File: src/rtl/bcd_pkg.sv
// rtl/bcd_pkg.sv - shared constants for the scanned BCD counter
package bcd_pkg;
   localparam int          NUM_DIGITS       = 4;
   localparam logic [3:0]  BLANK_CODE       = 4'hF;
   localparam int          SCAN_DIV_DEFAULT = 12000;
endpackage

File: src/rtl/bcd_scan_counter_if.sv
// rtl/bcd_scan_counter_if.sv - control inputs and display outputs of the scanned BCD counter
interface bcd_scan_counter_if;
   logic                                 inc;
   logic                                 clr;
   logic                                 en;
   logic [4*bcd_pkg::NUM_DIGITS-1:0]     count;
   logic                                 ovf;
   logic [3:0]                           bcd;
   logic [bcd_pkg::NUM_DIGITS-1:0]       dig_n;

   modport master (output inc, clr, en, input count, ovf, bcd, dig_n);
   modport slave  (input inc, clr, en, output count, ovf, bcd, dig_n);
endinterface

File: src/rtl/bcd_digit.sv
// rtl/bcd_digit.sv - one decade of the counter, rippling its carry to the next digit
module bcd_digit (
   input  logic       clk,
   input  logic       rst_n,
   input  logic       clr,
   input  logic       cin,
   output logic [3:0] value,
   output logic       cout
);
   always_ff @(posedge clk) begin
      if (!rst_n)
         value <= 4'd0;
      else if (clr)
         value <= 4'd0;
      else if (cin)
         value <= (value == 4'd9) ? 4'd0 : value + 4'd1;
   end

   assign cout = cin && (value == 4'd9);
endmodule

File: src/rtl/bcd_scan_counter.sv
// rtl/bcd_scan_counter.sv - 4-digit BCD event counter with multiplexed 7-segment scan
module bcd_scan_counter
   import bcd_pkg::*;
#(
   parameter int SCAN_DIV = SCAN_DIV_DEFAULT,
   parameter bit BLANK_LZ = 1'b1
) (
   input  logic               clk,
   input  logic               rst_n,
   bcd_scan_counter_if.slave  bus
);
   localparam int PW = $clog2(SCAN_DIV);

   logic                  inc_q;
   logic                  step;
   logic [NUM_DIGITS:0]   carry;
   logic [3:0]            digit [NUM_DIGITS];
   logic                  ovf_q;
   logic [PW-1:0]         psc;
   logic [1:0]            idx;
   logic                  blank;
   logic                  zero_run;
   logic [3:0]            sel;
   logic [3:0]            bcd_q;
   logic [NUM_DIGITS-1:0] dig_n_q;

   // Rising-edge detect keeps tracking inc even while counting is disabled.
   always_ff @(posedge clk) begin
      if (!rst_n)
         inc_q <= 1'b0;
      else
         inc_q <= bus.inc;
   end

   assign step     = bus.inc && !inc_q && bus.en && !bus.clr;
   assign carry[0] = step;

   for (genvar g = 0; g < NUM_DIGITS; g++) begin : g_digit
      bcd_digit u_digit (
         .clk   (clk),
         .rst_n (rst_n),
         .clr   (bus.clr),
         .cin   (carry[g]),
         .value (digit[g]),
         .cout  (carry[g+1])
      );
      assign bus.count[4*g +: 4] = digit[g];
   end

   always_ff @(posedge clk) begin
      if (!rst_n)
         ovf_q <= 1'b0;
      else if (bus.clr)
         ovf_q <= 1'b0;
      else if (carry[NUM_DIGITS])
         ovf_q <= 1'b1;
   end

   assign bus.ovf = ovf_q;

   always_ff @(posedge clk) begin
      if (!rst_n) begin
         psc <= '0;
         idx <= 2'd0;
      end else if (psc == PW'(SCAN_DIV - 1)) begin
         psc <= '0;
         idx <= idx + 2'd1;
      end else begin
         psc <= psc + PW'(1);
      end
   end

   // A digit is a leading zero when it and every more significant digit are zero.
   always_comb begin
      blank    = 1'b0;
      zero_run = 1'b1;
      for (int k = NUM_DIGITS - 1; k >= 1; k--) begin
         zero_run = zero_run && (digit[k] == 4'd0);
         if (2'(k) == idx)
            blank = zero_run;
      end
      sel = (BLANK_LZ && blank) ? BLANK_CODE : digit[idx];
   end

   always_ff @(posedge clk) begin
      if (!rst_n) begin
         dig_n_q <= 4'b1110;
         bcd_q   <= 4'h0;
      end else begin
         dig_n_q <= ~(4'b0001 << idx);
         bcd_q   <= sel;
      end
   end

   assign bus.dig_n = dig_n_q;
   assign bus.bcd   = bcd_q;
endmodule

File: src/flat_wrapper.sv
// flat-port wrapper written by rule: the top's interface ports become plain ports
module bcd_scan_counter_flat import bcd_pkg::*;
#(
   parameter int SCAN_DIV = SCAN_DIV_DEFAULT,
   parameter bit BLANK_LZ = 1'b1
)
  (clk, rst_n, bus_inc, bus_clr, bus_en, bus_count, bus_ovf, bus_bcd, bus_dig_n);
  bcd_scan_counter_if bus_i ();
  input  logic clk;
  input  logic rst_n;
  input wire logic [$bits(bus_i.inc)-1:0] bus_inc;
  input wire logic [$bits(bus_i.clr)-1:0] bus_clr;
  input wire logic [$bits(bus_i.en)-1:0] bus_en;
  output wire logic [$bits(bus_i.count)-1:0] bus_count;
  output wire logic [$bits(bus_i.ovf)-1:0] bus_ovf;
  output wire logic [$bits(bus_i.bcd)-1:0] bus_bcd;
  output wire logic [$bits(bus_i.dig_n)-1:0] bus_dig_n;
  assign bus_i.inc = bus_inc;
  assign bus_i.clr = bus_clr;
  assign bus_i.en = bus_en;
  assign bus_count = bus_i.count;
  assign bus_ovf = bus_i.ovf;
  assign bus_bcd = bus_i.bcd;
  assign bus_dig_n = bus_i.dig_n;
  bcd_scan_counter #(.SCAN_DIV(SCAN_DIV), .BLANK_LZ(BLANK_LZ)) u_core (.clk(clk), .rst_n(rst_n), .bus(bus_i));
endmodule
File: config.mk
export PLATFORM = sky130hd
export DESIGN_NAME = bcd_scan_counter_flat
export DESIGN_NICKNAME = d
export VERILOG_FILES = /design/src/rtl/bcd_pkg.sv /design/src/rtl/bcd_scan_counter_if.sv /design/src/rtl/bcd_digit.sv /design/src/rtl/bcd_scan_counter.sv /design/src/flat_wrapper.sv
export SDC_FILE = /design/constraint.sdc
export NUM_CORES = 1
export LEC_CHECK = 0
export BUFFER_PORTS_ARGS = -buffer_cell sky130_fd_sc_hd__buf_2
export CAP_MARGIN = 20
export CORE_MARGIN = 5
export CORE_UTILIZATION = 35
export DETAILED_ROUTE_END_ITERATION = 16
export SLEW_MARGIN = 20
export SYNTH_ARGS = -nofsm -noshare
export SYNTH_HDL_FRONTEND = slang
export SYNTH_SLANG_ARGS = --single-unit
File: constraint.sdc
create_clock -name clk -period 5.1 [get_ports clk]
set_input_delay 0 -clock clk [delete_from_list [all_inputs] [get_ports clk]]
set_output_delay 0 -clock clk [all_outputs]
set_load 0.01 [all_outputs]
=== Word-level counts from Yosys, hierarchy flattened ===
Index checks and enable logic that the tools add are counted.
Widths: inputs -> output; s select.

* $add $sub $neg: 6
* $lt $le $gt $ge: 1
* Equal/unequal tests: 8
* Shift-type cells: 1
* Muxes and demuxes: 11
* Bitwise logic cells: 3
* Reductions and logical operators: 16

{| class="wikitable"
|+ Operators by type and width
! kind !! count
|-
| $mux 4 || 7
|-
| $add 4x1->4 const B || 4
|-
| $eq 4x4->1 const B || 4
|-
| $add 14x1->14 const B || 1
|-
| $eq 14x14->1 const B || 1
|-
| $logic_not 4->1 || 3
|-
| $logic_and 1x1->1 || 9
|-
| $bmux 4 s2 || 1
|-
| $eq 2x2->1 const A || 2
|-
| $not 4->4 || 1
|-
| $reduce_or 2->1 || 2
|-
| $shl 1x2->4 const A || 1
|-
| $ge 3x3->1 const B || 1
|-
| $mux 1 || 3
|-
| $not 2->3 || 1
|-
| $add 2x1->2 const B || 1
|-
| $eq 1x2->1 const A || 1
|-
| $logic_not 1->1 || 2
|-
| $not 1->1 || 1
|}

* Bits in registers: 42
* Bits of input ports: 5
* Word-level logic and storage cells: 56

=== Logic depth before layout (Yosys ltp) ===
Gate-level depths: netlist of the first run.

* Depth after elaboration: 8
* Depth in mapped cells: 7

=== Cells and area by module ===
A second synthesis of the first run with hierarchy kept.

* Cell total of the unflattened synthesis: 198
* Area total of the unflattened synthesis: 1926.8 µm²

{| class="wikitable"
|+ Modules (own cells, without submodules)
! module !! instances !! cells an instance !! area an instance (µm²) !! seq. area each (µm²)
|-
| bcd_scan_counter || 1 || 114 || 1176.1 || 520.5
|-
| bcd_digit || 4 || 21 || 187.7 || 80.1
|}

=== Worst setup path before layout of the first run ===
No wires, ideal clock.

* Kind: flip-flop to flip-flop
* Start: register u_core.psc[0]
* End: register u_core.psc[12]
* Library setup time: 0.115 ns
* Arrival time: 1.618 ns
* Data required time: 4.985 ns
* Setup slack: 3.367 ns
* Stages on the path, launching flop included: 8
* Period minus slack after synthesis: 1.733 ns
* Cell sequence: dfxtp_1 > ha_1 > buf_6 > nand2_1 > or4_4 > o21ai_4 > buf_6 > nor2_1

* Longest elaborated chain between the ends: 2
* Elaborated cells between the ends (all ways): 3
* Those cells by class: add/sub (1); eq/ne (1); reduce/logical (1)

{| class="wikitable"
|+ Ends and longest elaborated chain
! item !! RTL line !! RTL
|-
| from (decl) || bcd_scan_counter.sv:19 || <nowiki>logic [PW-1:0] psc;</nowiki>
|-
| from (signal assigned) || bcd_scan_counter.sv:69 || <nowiki>psc <= psc + PW'(1);</nowiki>
|-
| parallel branches: the longest is 2 deep, another holds $add 14x1->14 || - ||
|}

Parallel ways; which one is timed is not known.
A chain may end at the register's enable or synchronous reset.

=== Worst setup path after layout of the first run ===
* Start: register u_core.psc[0]
* End: register u_core.psc[2]

Same word-level chain as after synthesis.

==> implementation parameters, run 1 <==
Parameter                              Value

GRT
  Total gr overflow    0
  Gr usage total    0.117
  Global-route wire length before repair    7.07 mm
  Largest net degree at the start of global routing    19
  Initial antenna violation count    0
  Via count of the first global-routing pass    1514

Synth
  Synth unique cells    42
  Synth Area in Compound Gates    0.103
  Yosys warning total    0
  Net count after synthesis    237
  Mapped cell area    2030 um2
  Multiplexer share of the synthesized area    0.0599
  Post-synthesis xor/xnor area fraction    0.0735
  Portion of synthesized cell area occupied by the leading cell type    0.415
  Main area contributors after synthesis    sky130_fd_sc_hd__dfxtp_1 (42%), sky130_fd_sc_hd__nor2_1 (5.2%), sky130_fd_sc_hd__mux4_2 (4.4%), sky130_fd_sc_hd__xor2_1 (4.3%), sky130_fd_sc_hd__nand2_1 (3.5%)
  Sequential element share of the synthesized area    0.415
  Cell taking the most area after synthesis    sky130_fd_sc_hd__dfxtp_1
  Simple-gate portion of the synthesized area    0.275
  Cell count after synthesis    227
  Main combinational cell family by area after synthesis    simple AND/OR/NAND/NOR gates
  Synthesized-area fraction occupied by adder cells    0.0309
  Number of synthesized register bits    42
  Mean Syn Cell Area    8.92 um2

Power and ir drop
  Sw Share    0.217
  IR Drop Worst-Case VDD    77.0 uV
  Cell Pwr Density    239 nW/um2
  Sequential share of power    0.605
  Internal power    0.432 mW
  Static Leak    0.863 nW
  Logic pwr share    0.036
  Net switching power of the design    0.120 mW
  Share of power burned in the clock network    0.359

Finish
  Fraction of the core area covered by cells at the end of the flow    0.414
  Fillers    561
  Ant diodes    0
  Net count, final    266
  Post-Layout Cell Count    328
  Share of final-layout standard cells stronger than drive strength 1    0.176
  Multi-input logic area    1100 um2
  Area growth from synthesis to layout    13.9%
  FF+latch area    841 um2

Drt
  Via-to-Cell Ratio    5.09
  Wire length after detailed routing    4.18 mm
  Antenna-violating nets left    0
  Total vias in the final route    1670
  Post-route DRC violation count    0
  First-pass DRT Iterations    5
  Detailed router's first-iteration violation count    85
  Wirelength per Cell    12.8 um

Clock tree
  Total setup buffers inserted after CTS    0
  CTS Root Cell    sky130_fd_sc_hd__clkbuf_8
  Total CTS buffers    5
  Clock tree from TritonCTS    done
  Max H-tree Level    2
  Clk pin slew, worst setup/hold paths    70 ps
  Clk buf depth    2
  Worst skew pair latency    290 ps
  Clk sinks    42

STA
  Setup Viol. Count Final    0
  Final number of max-transition violations    0
  Worst hold margin    14.5 ps
  Max-Slew Margin vs Limit    0.527
  Final period util    0.383
  Top achievable clock speed    512 MHz
  TNS Setup    0 ps
  Hold violation count in the final report    0
  RSZ-0062 raised after global routing    false
  Worst-Margin Slew    709 ps
  Fin crit period    1950 ps
  Worst clock skew on the final layout    5.39 ps

Setup path
  Startpoint of the worst setup timing path    u_core.psc[0]
  Worst R2R Path Depth    5
  Data required time of the critical path    5260 ps
  R2r startpoint    u_core.psc[0]
  End point of the critical path    u_core.psc[2]
  Type of the setup path with the least slack    reg2reg
  Endpoint of the most critical register-to-register path    u_core.psc[2]
  Data arrival time of the critical path    2120 ps
  Crit-path max FO    13
  Startpoint types    flip-flop
  Setup slack on the worst flop-to-flop path    3150 ps
  Category of the worst setup path capture point    flip-flop

Placed design
  Number of buffer cells added on primary ports    29
  Number of placed instances with taps included    320
  Routability congestion estimate from global placement    0.785
  Half-perimeter wire length after detailed placement    3.01 mm

Hold path
  Tightest Hold Check Type    in2reg

Flow run
  Max cap viols    0

Run status
  Outcome    finished clean

Floorplanning
  Count of standard-cell rows    27
  Core area    5570 um2
  Vertical die dimension    86.1 um
  Top Ports    30
  Die W    86.1 um
  Initial Utilization    0.363
  Area enclosed by the die boundary    7410 um2
-- how the worst min path moves through the flow --
stage                       start  slack [ps]                  end  cells after the start
after CTS                   rst_n          20  u_core.bus.dig_n[2]                      2
final                       rst_n          10  u_core.bus.dig_n[2]                      2
after global placement    bus_inc         240         u_core.inc_q                      2
after global routing        rst_n          30  u_core.bus.dig_n[2]                      2
after detailed placement  bus_inc         240         u_core.inc_q                      2
after floorplan           bus_inc         130         u_core.inc_q                      1
-- logic make-up (layout without fill, tap and decap cells) --
family	after synthesis	after routing
xor+xnor	17	17
mux	7	7
buf+inv	18	47
fa+ha+maj	5	5
simple gates	105	105
compound gates	33	33
flops	42	42
-- timing repair --
item,CTS,global route
endpoints found under the hold margin,1,0
gates resized for setup,0,0
hold buffers,1,0
-- area by class of cell --
class | count | area share
Inverter | 8 | 0.0130
Sequential cell | 42 | 0.364
Multi-Input combinational cell | 167 | 0.477
Tap cell | 72 | 0.0390
Timing Repair Buffer | 32 | 0.0738
Clock buffer | 7 | 0.0331
-- cell usage after synthesis --
library cell and count:
sky130_fd_sc_hd__nand2b_1 2, sky130_fd_sc_hd__nor4_1 2, sky130_fd_sc_hd__nor2_1 28, sky130_fd_sc_hd__and2_1 2, sky130_fd_sc_hd__o21ai_4 1, sky130_fd_sc_hd__inv_1 8, sky130_fd_sc_hd__xor2_1 10, sky130_fd_sc_hd__dfxtp_1 42
sky130_fd_sc_hd__a41oi_1 1, sky130_fd_sc_hd__and4bb_2 1, sky130_fd_sc_hd__clkbuf_2 1, sky130_fd_sc_hd__and4_1 1, sky130_fd_sc_hd__and3_2 1, sky130_fd_sc_hd__nand3b_1 1, sky130_fd_sc_hd__nand3_1 11, sky130_fd_sc_hd__a41o_1 2
sky130_fd_sc_hd__nor3_1 4, sky130_fd_sc_hd__a31oi_1 2, sky130_fd_sc_hd__a21oi_1 10, sky130_fd_sc_hd__or4_1 4, sky130_fd_sc_hd__or4_4 1, sky130_fd_sc_hd__nor4b_1 1, sky130_fd_sc_hd__buf_2 1, sky130_fd_sc_hd__nor2b_1 7
sky130_fd_sc_hd__mux2i_1 2, sky130_fd_sc_hd__clkbuf_1 6, sky130_fd_sc_hd__o31ai_1 1, sky130_fd_sc_hd__nor4bb_1 3, sky130_fd_sc_hd__or3_1 3, sky130_fd_sc_hd__a211o_1 2, sky130_fd_sc_hd__buf_6 2, sky130_fd_sc_hd__nand2_1 19
sky130_fd_sc_hd__xnor2_1 7, sky130_fd_sc_hd__and3b_1 1, sky130_fd_sc_hd__and3_1 2, sky130_fd_sc_hd__nand4_1 11, sky130_fd_sc_hd__mux4_2 4, sky130_fd_sc_hd__mux2_2 1, sky130_fd_sc_hd__ha_1 5, sky130_fd_sc_hd__o21ai_0 12
sky130_fd_sc_hd__o21a_1 1, sky130_fd_sc_hd__o311ai_0 1
-- stage by stage --
step	area, um2	power (mW)	setup slack (ps)
finish	2310	0.552	3150
global route	2310	0.578	3020
CTS	2310	0.561	3130
detailed placement	2220	0.361	3150
global placement	2220	0.360	3200
floorplan	2030	0.356	3370
-- placed cells by master (no fill, tap or decap), types with 3 or more instances in the layout --
| master | instances |
|---|---|
| sky130_fd_sc_hd__a21oi_1 | 10 |
| sky130_fd_sc_hd__buf_2 | 29 |
| sky130_fd_sc_hd__clkbuf_8 | 5 |
| sky130_fd_sc_hd__dfxtp_1 | 42 |
| sky130_fd_sc_hd__ha_1 | 5 |
| sky130_fd_sc_hd__inv_1 | 8 |
| sky130_fd_sc_hd__mux4_2 | 4 |
| sky130_fd_sc_hd__nand2_1 | 19 |
| sky130_fd_sc_hd__nand3_1 | 11 |
| sky130_fd_sc_hd__nand4_1 | 11 |
| sky130_fd_sc_hd__nor2_1 | 28 |
| sky130_fd_sc_hd__nor2b_1 | 7 |
| sky130_fd_sc_hd__nor3_1 | 4 |
| sky130_fd_sc_hd__nor4bb_1 | 3 |
| sky130_fd_sc_hd__o21ai_0 | 12 |
| sky130_fd_sc_hd__or3_1 | 3 |
| sky130_fd_sc_hd__or4_1 | 4 |
| sky130_fd_sc_hd__xnor2_1 | 7 |
| sky130_fd_sc_hd__xor2_1 | 10 |
-- registers in the layout (all words and copies together) (netlist names) --
| name | cells |
|---|---|
| u_core.inc_q | 1 |
| u_core.bus.dig_n | 4 |
| u_core.idx | 2 |
| u_core.bus.bcd | 4 |
| u_core.psc | 14 |
| u_core.bus.ovf | 1 |
| u_core.g_digit.u_digit.value | 16 |
-- critical path, cell delays in order (launching register included) --
cell	delay, ps
sky130_fd_sc_hd__dfxtp_1	410
sky130_fd_sc_hd__ha_1	320
sky130_fd_sc_hd__nand2_1	110
sky130_fd_sc_hd__or4_4	570
sky130_fd_sc_hd__o21ai_4	330
sky130_fd_sc_hd__nor2_1	90
-- power by group through the flow --
stage	Combinational [mW]	Clock [mW]	Sequential (mW)
final	0.0199	0.198	0.334
after floorplan	0.0145	0	0.341
after global routing	0.0225	0.221	0.334
after CTS	0.0201	0.208	0.334
after global placement	0.0192	0	0.341
after detailed placement	0.0192	0	0.342
-- layer usage --
layer	track usage	part of all wire	wire [um]
met5	0	0	0
met4	0.0432	0.0081	34
met3	0.0375	0.062	261
met2	0.174	0.42	1770
met1	0.156	0.51	2120
(Power assumes the default switching activity.)
==> run 2, diff against run 1 <==
==> constraint.sdc (replaced) <==
create_clock -name clk -period 1.84 [get_ports clk]
set_input_delay 0 -clock clk [delete_from_list [all_inputs] [get_ports clk]]
set_output_delay 0 -clock clk [all_outputs]
set_load 0.01 [all_outputs]
==> implementation parameters, run 2 (synthesized netlist as in run 1, its figures left out) <==
Parameter                              Value

Floorplanning
  Initial Utilization    0.363 (unchanged)
  Core area    5570 um2 (unchanged)
  Vertical die dimension    86.1 um (unchanged)
  Count of standard-cell rows    27 (unchanged)
  Die W    86.1 um (unchanged)
  Top Ports    30 (unchanged)
  Area enclosed by the die boundary    7410 um2 (unchanged)

STA
  Final number of max-transition violations    0 (unchanged)
  TNS Setup    0 ps (unchanged)
  Setup Viol. Count Final    0 (unchanged)
  Max-Slew Margin vs Limit    0.707 (+0.180)
  Worst clock skew on the final layout    3.76 ps (-1.64 ps)
  Top achievable clock speed    586 MHz (+14%)
  Hold violation count in the final report    0 (unchanged)
  Worst-Margin Slew    435 ps (-274 ps)
  RSZ-0062 raised after global routing    false
  Final period util    0.927 (+0.545)
  Fin crit period    1710 ps (-246 ps)
  Smallest setup slack after layout    133 ps (-3010 ps)

Clock tree
  Clock tree from TritonCTS    done
  Worst skew pair latency    290 ps (about the same)
  Clk buf depth    2 (unchanged)
  Max H-tree Level    2 (unchanged)
  CTS Root Cell    sky130_fd_sc_hd__clkbuf_8
  Total CTS buffers    5 (unchanged)
  Clk pin slew, worst setup/hold paths    80 ps (about the same)
  CTS-repair resized insts    0 (unchanged)
  Clk sinks    42 (unchanged)

Finish
  Top Registers    u_core.g_digit.u_digit.value: 16 flops, u_core.psc: 14 flops
  Reg with most FFs    u_core.g_digit.u_digit.value
  Fillers    555 (-1.1%)
  Share of final-layout standard cells stronger than drive strength 1    0.236 (+0.0606)
  Commonest cells after routing, fill and taps aside    sky130_fd_sc_hd__dfxtp_1 (42), sky130_fd_sc_hd__buf_2 (29), sky130_fd_sc_hd__nor2_1 (28)
  Net count, final    284 (+6.8%)
  Area growth from synthesis to layout    21.3%
  Ant diodes    0 (unchanged)
  Max FFs per register    16 (unchanged)
  Post-Layout Cell Count    347 (+5.8%)
  Most common cell after layout, fill and taps aside    sky130_fd_sc_hd__dfxtp_1
  Final standard cell area without fillers    2460 um2 (+6.5%)

Drt
  Antenna-violating nets left    0 (unchanged)
  Highest metal layer with signal wires    met4
  Via-to-Cell Ratio    5.05 (-0.78%)
  Post-route DRC violation count    0 (unchanged)
  Detailed router's first-iteration violation count    120 (+41%)
  Wire length after detailed routing    4.42 mm (+5.7%)
  Met3 routed WL    275 um (+5.4%)
  Total vias in the final route    1753 (+5.0%)
  Routed metal-1 wire length    2.18 mm (+3.1%)
  Wirelength per Cell    12.7 um (about the same)
  Wire length on met2    1.93 mm (+8.8%)
  First-pass DRT Iterations    4 (-1)

GRT
  Largest net degree at the start of global routing    18 (-1)
  Gr usage total    0.125 (+0.00889)
  Initial antenna violation count    0 (unchanged)
  Global-route wire length before repair    7.49 mm (+6.1%)
  Total gr overflow    0 (unchanged)
  Via count of the first global-routing pass    1605 (+6.0%)

Setup path
  Startpoint of the worst setup timing path    u_core.psc[12]
  Data arrival time of the critical path    1890 ps (-230 ps)
  R2r startpoint    u_core.psc[12]
  Category of the worst setup path capture point    flip-flop
  Worst R2R Path Depth    5 (unchanged)
  Data required time of the critical path    2030 ps (-3230 ps)
  Crit-path max FO    7 (-6)
  Startpoint types    flip-flop
  Type of the setup path with the least slack    reg2reg

Placed design
  Area post-placement    2360 um2 (+6.1%)
  Number of placed instances with taps included    338 (+5.6%)
  Routability congestion estimate from global placement    0.797 (+1.6%)
  Half-perimeter wire length after detailed placement    3.32 mm (+10%)
  Number of buffer cells added on primary ports    29 (unchanged)
  Setup Slack @ Placement    142 ps (-3010 ps)

Power and ir drop
  IR Drop Worst-Case VDD    363 uV (+370%)
  Cell Pwr Density    655 nW/um2 (+170%)
  Static Leak    0.968 nW (+12%)

Run status
  Outcome    finished clean

Hold path
  Worst hold start    rst_n
  Hold-critical path depth    3 (+1)
  Tightest Hold Check Type    in2reg

Flow run
  Max cap viols    0 (unchanged)
[run 2: changes by cell type in the layout (fill, tap and decap cells not counted)]
cell,change
sky130_fd_sc_hd__buf_4,+18
sky130_fd_sc_hd__clkbuf_1,-1
sky130_fd_sc_hd__clkbuf_8,+1
sky130_fd_sc_hd__clkinv_2,+1
[run 2: area by class of cell]
| type | instances | area, um2 | area share |
|---|---|---|---|
| multi-input combinational | 167 | 1100 | 0.448 |
| sequential | 42 | 841 | 0.342 |
| timing repair buffer | 50 | 305 | 0.124 |
| tap | 72 | 90.1 | 0.0367 |
| clock buffer | 7 | 86.3 | 0.0351 |
| inverter | 8 | 30.0 | 0.0122 |
| clock inverter | 1 | 5.00 | 0.00204 |
[run 2: critical path: stages (launching register included)]
cell and delay (ps):
sky130_fd_sc_hd__dfxtp_1 310, sky130_fd_sc_hd__or3_1 380, sky130_fd_sc_hd__or4_4 550, sky130_fd_sc_hd__o21ai_4 150, sky130_fd_sc_hd__buf_4 170, sky130_fd_sc_hd__nor2_1 50
[run 2: per-layer routing]
| layer | GRT usage | up-vias |
|---|---|---|
| li1 | - | 900 |
| met1 | 0.171 | 808 |
| met2 | 0.189 | 41 |
| met3 | 0.0355 | 4 |
| met4 | 0.0446 | 0 |
| met5 | 0 | - |
[run 2: report_power, final]
part	internal, mW	total, mW	switching [mW]
combinational	0.0319	0.0745	0.0425
clock	0.303	0.614	0.311
sequential	0.916	0.921	0.00537
total	1.25	1.61	0.358
[run 2: final timing paths]
kind	end	slack, ps
setup / recovery	u_core.psc[3]	130
hold / removal	u_core.bus.bcd[2]	20
setup reg to reg	u_core.psc[3]	130
hold reg to reg	u_core.psc[13]	490
[run 2: through the flow]
stage / utilization / power [mW] / hold slack, ps
after global placement: 0.423 / 1.02 / 234
final: 0.441 / 1.61 / 23.4
after floorplan: - / 0.986 / 127
after CTS: 0.441 / 1.63 / 19.6
after global routing: 0.441 / 1.69 / 53.9
after detailed placement: 0.423 / 1.02 / 247
[run 2: repair_timing]
| item | 4_1_cts | 5_1_grt |
|---|---|---|
| endpoints found under the hold margin | 1 | 0 |
| hold buffers | 1 | 0 |
| buffers inserted | 0 | 0 |
==> run 3, diff against run 2 <==
--- a/config.mk
+++ b/config.mk
@@ -10,6 +10,7 @@
 export CORE_MARGIN = 5
 export CORE_UTILIZATION = 35
 export DETAILED_ROUTE_END_ITERATION = 16
+export PLACE_DENSITY_LB_ADDON = 0.05
 export SLEW_MARGIN = 20
 export SYNTH_ARGS = -nofsm -noshare
 export SYNTH_HDL_FRONTEND = slang
==> implementation parameters, run 3 (synthesized netlist as in run 1, its figures left out) <==
Parameter                              Value

Run status
  Outcome    finished clean

Clock tree
  Worst skew pair latency    300 ps (about the same)
  CTS-repair resized insts    0 (unchanged)
  Clk sinks    42 (unchanged)
  CTS Root Cell    sky130_fd_sc_hd__clkbuf_8
  Total of hold buffers inserted after clock tree synthesis    1 (unchanged)
  Clk buf depth    2 (unchanged)
  Max H-tree Level    2 (unchanged)
  Clock tree from TritonCTS    done
  Clk pin slew, worst setup/hold paths    80 ps (about the same)
  Total setup buffers inserted after CTS    0 (unchanged)
  Total CTS buffers    5 (unchanged)

Drt
  Via-to-Cell Ratio    4.93 (-2.3%)
  Detailed router's first-iteration violation count    64 (-47%)
  Wirelength per Cell    13.6 um (+6.7%)
  Total vias in the final route    1727 (-1.5%)
  First-pass DRT Iterations    4 (unchanged)
  Antenna-violating nets left    0 (unchanged)
  Wire length after detailed routing    4.76 mm (+7.6%)
  Post-route DRC violation count    0 (unchanged)

Placed design
  Routability congestion estimate from global placement    0.740 (-7.2%)
  Number of buffer cells added on primary ports    29 (unchanged)
  Half-perimeter wire length after detailed placement    3.63 mm (+9.1%)
  Number of placed instances with taps included    341 (+0.89%)

GRT
  Global-route wire length before repair    8.11 mm (+8.3%)
  Initial antenna violation count    0 (unchanged)
  Via count of the first global-routing pass    1657 (+3.2%)
  Met2 GRT Util    0.214 (+0.0259)
  Met3 track utilization from global routing    0.0336 (-0.00192)
  Layer with the highest usage    met2
  Largest net degree at the start of global routing    18 (unchanged)
  Total gr overflow    0 (unchanged)
  Global Route met1 Usage    0.185 (+0.0141)
  Gr usage total    0.137 (+0.0116)

Finish
  Fraction of the core area covered by cells at the end of the flow    0.451 (+0.00965)
  Share of final-layout standard cells stronger than drive strength 1    0.245 (+0.00824)
  Commonest cells after routing, fill and taps aside    sky130_fd_sc_hd__dfxtp_1 (42), sky130_fd_sc_hd__buf_2 (29), sky130_fd_sc_hd__nor2_1 (28)
  Most common cell after layout, fill and taps aside    sky130_fd_sc_hd__dfxtp_1
  Post-Layout Cell Count    350 (+0.86%)
  Top Registers    u_core.g_digit.u_digit.value: 16 flops, u_core.psc: 14 flops
  Ant diodes    0 (unchanged)
  Max FFs per register    16 (unchanged)
  Area growth from synthesis to layout    24.0%
  Net count, final    287 (+1.1%)
  Reg with most FFs    u_core.g_digit.u_digit.value

Power and ir drop
  Internal power    1.35 mW (+8.1%)
  Cell Pwr Density    685 nW/um2 (+4.6%)
  Sw Share    0.214 (-0.00884)
  Sequential share of power    0.535 (-0.037)
  IR Drop Worst-Case VDD    287 uV (-21%)
  Net switching power of the design    0.368 mW (+2.7%)
  Logic pwr share    0.045 (about the same)
  Design Power    1.72 mW (+6.9%)
  Static Leak    0.992 nW (+2.5%)
  Share of power burned in the clock network    0.420 (+0.039)

Setup path
  Category of the worst setup path capture point    flip-flop
  Crit-path max FO    13 (+6)
  Data arrival time of the critical path    1900 ps (about the same)
  Type of the setup path with the least slack    reg2reg
  Data required time of the critical path    2030 ps (about the same)
  Startpoint types    flip-flop

STA
  Fin crit period    1700 ps (-3.32 ps)
  Setup Viol. Count Final    0 (unchanged)
  Worst clock skew on the final layout    6.21 ps (+2.46 ps)
  Final period util    0.926 (-0.00181)
  Hold violation count in the final report    0 (unchanged)
  RSZ-0062 raised after global routing    false
  Top achievable clock speed    587 MHz (+0.20%)
  Worst hold margin    28.8 ps (+5.48 ps)
  Worst-Margin Slew    361 ps (-74.4 ps)
  Final number of max-transition violations    0 (unchanged)
  Max-Slew Margin vs Limit    0.759 (+0.0520)
  TNS Setup    0 ps (unchanged)

Flow run
  Max cap viols    0 (unchanged)

Floorplanning
  Vertical die dimension    86.1 um (unchanged)
  Area enclosed by the die boundary    7410 um2 (unchanged)
  Core area    5570 um2 (unchanged)
  Die W    86.1 um (unchanged)
  Initial Utilization    0.363 (unchanged)
  Count of standard-cell rows    27 (unchanged)
  Top Ports    30 (unchanged)

Hold path
  Tightest Hold Check Type    in2reg
run 3: cell type report:
cell class                 instances  area (um2)
clock buffer                       6        72.6
clock inverter                     2        37.5
fill                             575        3060
inverter                           8        30.0
multi-input combinational        167        1100
sequential                        42         841
tap                               72        90.1
timing repair buffer              53         340
run 3: critical path, cell delays in order (launching register included):
cell,delay [ps]
sky130_fd_sc_hd__dfxtp_1,310
sky130_fd_sc_hd__or3_1,380
sky130_fd_sc_hd__or4_4,550
sky130_fd_sc_hd__o21ai_4,160
sky130_fd_sc_hd__buf_12,150
sky130_fd_sc_hd__nor2_1,50
run 3: final timing paths:
path / startpoint / to / slack, ps / cells past startpoint
setup / recovery: u_core.psc[12] / u_core.psc[9] / 140 / 5
hold / removal: rst_n / u_core.bus.dig_n[1] / 30 / 2
setup reg to reg: u_core.psc[12] / u_core.psc[9] / 140 / 5
hold reg to reg: u_core.psc[13] / u_core.psc[13] / 490 / 2
run 3: per-layer routing:
metal | part of all wire | vias to the layer above | wire length, um
li1 | - | 903 | -
met1 | 0.51 | 792 | 2440
met2 | 0.43 | 25 | 2050
met3 | 0.043 | 7 | 204
met4 | 0.013 | 0 | 62
met5 | 0 | - | 0
run 3: metrics by stage:
stage / setup WS [ps] / instance area (um2)
final: 137 / 2510
after global routing: 64.8 / 2510
after floorplan: 107 / 2030
after detailed placement: 131 / 2390
after CTS: 121 / 2510
after global placement: 154 / 2390
run 3: power by group through the flow:
stage / sequential (mW) / combinational [mW] / clock, mW
4_1_cts: 0.921 / 0.0781 / 0.755
3_3_place_gp: 0.943 / 0.0760 / 0
6_report: 0.921 / 0.0767 / 0.723
2_1_floorplan: 0.945 / 0.0403 / 0
5_1_grt: 0.923 / 0.0856 / 0.786
3_5_place_dp: 0.943 / 0.0764 / 0
